`src/rtl/reg_write_pkg.sv`:
```
// Shared constants and the staging-record type for the register-bank write path.
package reg_write_pkg;

   localparam int DATA_W = 32;
   localparam int ADDR_W = 5;
   localparam int NREGS  = 2 ** ADDR_W;

   typedef struct packed {
      logic              full;
      logic [ADDR_W-1:0] addr;
      logic [DATA_W-1:0] data;
   } stage_t;

endpackage

```
`src/rtl/reg_write_demux_decoder.sv`:
```
// Address-to-one-hot write-enable decoder; bit 0 is tied low so register 0 is never written.
module decoder_5to32
   import reg_write_pkg::*;
(
   input  logic              en,
   input  logic [ADDR_W-1:0] addr,
   output logic [NREGS-1:0]  onehot
);

   generate
      for (genvar gi = 0; gi < NREGS; gi++) begin : g_dec
         if (gi == 0) begin : g_zero
            assign onehot[gi] = 1'b0;
         end else begin : g_bit
            assign onehot[gi] = en && (addr == ADDR_W'(gi));
         end
      end
   endgenerate

endmodule

```
`src/rtl/reg_write_demux.sv`:
```
// Write side of the 32-entry register bank: one-entry staging register, one-hot commit, flat read bus.
// Optional macro REG_WRITE_BYPASS_EN: a staged value is visible on q_flat one cycle before it commits.
module reg_write_demux
   import reg_write_pkg::*;
(
   input  logic                    clock,
   input  logic                    reset,
   input  logic                    wr_valid,
   output logic                    wr_ready,
   input  logic [ADDR_W-1:0]       wr_addr,
   input  logic [DATA_W-1:0]       wr_data,
   input  logic                    freeze,
   output logic [NREGS*DATA_W-1:0] q_flat,
   output logic                    commit_valid,
   output logic [ADDR_W-1:0]       commit_addr
);

   stage_t             stg_q, stg_d;
   logic               commit_valid_q, commit_valid_d;
   logic [ADDR_W-1:0]  commit_addr_q, commit_addr_d;
   logic [DATA_W-1:0]  regs_q [NREGS];
   logic [DATA_W-1:0]  regs_d [NREGS];
   logic [NREGS-1:0]   wr_en;
   logic               accept;
   logic               commit;

   assign wr_ready = !reset && (!stg_q.full || !freeze);
   assign accept   = wr_valid && wr_ready;
   assign commit   = stg_q.full && !freeze;

   decoder_5to32 u_dec (
      .en     (commit),
      .addr   (stg_q.addr),
      .onehot (wr_en)
   );

   // A same-edge accept overrides the drain, keeping one write per cycle.
   always_comb begin
      stg_d = stg_q;
      if (commit) begin
         stg_d.full = 1'b0;
      end
      if (accept) begin
         stg_d = '{full: 1'b1, addr: wr_addr, data: wr_data};
      end
      commit_valid_d = commit;
      commit_addr_d  = commit ? stg_q.addr : commit_addr_q;
      for (int i = 0; i < NREGS; i++) begin
         regs_d[i] = wr_en[i] ? stg_q.data : regs_q[i];
      end
   end

   always_ff @(posedge clock) begin
      if (reset) begin
         stg_q          <= '0;
         commit_valid_q <= 1'b0;
         commit_addr_q  <= '0;
         for (int i = 0; i < NREGS; i++) begin
            regs_q[i] <= '0;
         end
      end else begin
         stg_q          <= stg_d;
         commit_valid_q <= commit_valid_d;
         commit_addr_q  <= commit_addr_d;
         for (int i = 0; i < NREGS; i++) begin
            regs_q[i] <= regs_d[i];
         end
      end
   end

   assign commit_valid = commit_valid_q;
   assign commit_addr  = commit_addr_q;

   generate
      for (genvar gi = 0; gi < NREGS; gi++) begin : g_q
         if (gi == 0) begin : g_zero
            assign q_flat[gi*DATA_W +: DATA_W] = '0;
         end else begin : g_reg
`ifdef REG_WRITE_BYPASS_EN
            assign q_flat[gi*DATA_W +: DATA_W] =
               (stg_q.full && (stg_q.addr == ADDR_W'(gi))) ? stg_q.data : regs_q[gi];
`else
            assign q_flat[gi*DATA_W +: DATA_W] = regs_q[gi];
`endif
         end
      end
   endgenerate

endmodule
```
`config.mk`:
```
export PLATFORM = sky130hd
export DESIGN_NAME = reg_write_demux
export DESIGN_NICKNAME = d
export VERILOG_FILES = /design/src/rtl/reg_write_pkg.sv /design/src/rtl/reg_write_demux_decoder.sv /design/src/rtl/reg_write_demux.sv
export SDC_FILE = /design/constraint.sdc
export NUM_CORES = 2
export LEC_CHECK = 0
export ABC_AREA = 1
export BUFFER_PORTS_ARGS = -buffer_cell sky130_fd_sc_hd__buf_4
export CORE_AREA = 2 2 415 417
export DETAILED_ROUTE_END_ITERATION = 8
export DIE_AREA = 0 0 417 419
export PLACE_DENSITY = 0.36
export SLEW_MARGIN = 20
export SYNTH_ARGS = -nofsm -noshare
export SYNTH_HDL_FRONTEND = slang
export SYNTH_HIERARCHICAL = 1
export SYNTH_SLANG_ARGS = --single-unit
export TNS_END_PERCENT = 50
```
`constraint.sdc`:
```
create_clock -name clock -period 2.15 [get_ports clock]
set_clock_uncertainty 0.15 [all_clocks]
set_input_delay 0.43 -clock clock [delete_from_list [all_inputs] [get_ports clock]]
set_output_delay 0.43 -clock clock [all_outputs]
set_load 0.1 [all_outputs]
```
==> metrics <==
status=finished, final reports clean; Worst EP arrival=approximately 1500 ps; GRT Util Overall=19.1%; Slew @ Worst Pin=1080 ps; CTS tree=built; vias in the first global route=26640; Post-Syn Area=around 34000 µm²; worst hold path class=in2reg; most common cell after layout, fill and taps aside=buf_4; normalized max-slew margin=27.5%; Root Driver=clkbuf_16; average size of a mapped cell=~10 µm²; TritonCTS Buffers=between 100 and 150; dpl hpwl=123000 µm; gp weighted congestion=between 0.7 and 0.8; initial antenna violation count=11; placed instance count=6353; Clock H-tree levels=3; max-slew violation count=0; Pre-antenna DRT Iters=7; WHS=148 ps; core area=171000 µm²; DR DRC count=0; Routed WL=176000 µm; Routed Antenna Nets=0; DR vias/cell=4.38; pre-CTS setup slack=-5.83 ps; Final #Nets=4336; minimum clock period=2110 ps; startpoint types=register; Tot Pwr=46.8 mW; Clock Path Buffers=3; Setup CP Type=reg2out; layout cell share with drive strength beyond 1=33.9%; most frequent cells in the layout=buf_4, dfxtp_1, a21oi_1; pwr dens=940 nW/µm²; Worst Path Max Fanout=2; Die ar.=175000 µm²; clk_lat worst skew=about 750 ps; unrepaired setup endpoints after global routing=yes; final period utilization=between 90 and 100%; Starting Density=19.7%; final hold violation count=0; Worst EP required=between 1500 and 2000 ps; Max Cap Viol=0; Syn Inst Count=3231; final setup margin=around 44 ps; Worst-path clk slew=70 ps; worst vdd ir=~0.64 mV; FP Rows=152; first-pass GRT wire length=232000 µm; Synth-to-Final Area Change=48.0%; Setup crit end kind=output pin; non-filler cells, final=6633; Clock Sinks=1036; DR vias=just under 30000; DR WL/cell=26.5 µm; IO Count=1072; final core utilization=29.2%; largest net degree at the start of global routing=114; Yosys warnings=6; Horiz. Die Dim=417 µm; IO buf count=1039; GR Overflow Total=0; maximum clock frequency=0.475 GHz; final setup violation count=0; Die H=approximately 420 µm; first-iteration detailed-routing DRC count=1919; Leak=~21 nW
## stage by stage
step	setup TNS (ps)	instance area, µm²
floorplan	-1130	33700
global placement	0	45100
detailed placement	-5.83	45100
CTS	-60.2	49700
global route	-54.9	49700
finish	0	49700
## state kept, by name (all words and copies together), names as in the netlist
signal        count
commit_addr       5
commit_valid      1
regs_q          992
stg_q            38
## power breakdown
part	internal (mW)	leakage [nW]	switching, mW	total [mW]
Sequential	20.3	8.86	0.142	20.4
Clock	12.4	1.95	8.76	21.2
Combinational	0.859	10.1	4.31	5.17
## worst paths after layout
kind,start,end,slack [ps],depth (start not counted)
max,stg_q[37],wr_ready,40,3
min,reset,stg_q[32],150,5
min reg2reg,stg_q[37],commit_valid,330,2
max reg2reg,stg_q[37],stg_q[34],170,7
## repair_timing
action	CTS	global route
buffers inserted	1	0
hold buffers	53	0
pin swaps	1	1
gates resized for setup	9	5
endpoints found under the hold margin	39	0
setup endpoints to repair	2	40
## worst max-delay path, stage by stage (launching register included)
cell and delay, ps:
dfxtp_2 320, buf_6 110, a21oi_4 140, buf_12 190
## metal layers
metal | GRT usage [%] | part of all wire (%) | routed length, µm | up-vias
met5 | 0 | 0.0074 | 13 | -
met2 | 34.3 | 51 | 90400 | 944
met3 | 3.98 | 5.7 | 10000 | 206
met4 | 6.47 | 3.2 | 5550 | 2
met1 | 22.4 | 40 | 69700 | 14384
li1 | - | - | - | 13498
## final cells by class
class / instances / area [µm²]
Fill cell: 17962 / 121000
Tap cell: 2233 / 2790
Timing Repair Buffer: 1284 / 10600
Inverter: 48 / 195
Antenna cell: 6 / 15.0
Clock buffer: 165 / 3310
Sequential cell: 1036 / 23000
Clock inverter: 55 / 739
Multi-Input combinational cell: 1806 / 9050
Power figures use the tool's default switching activity.
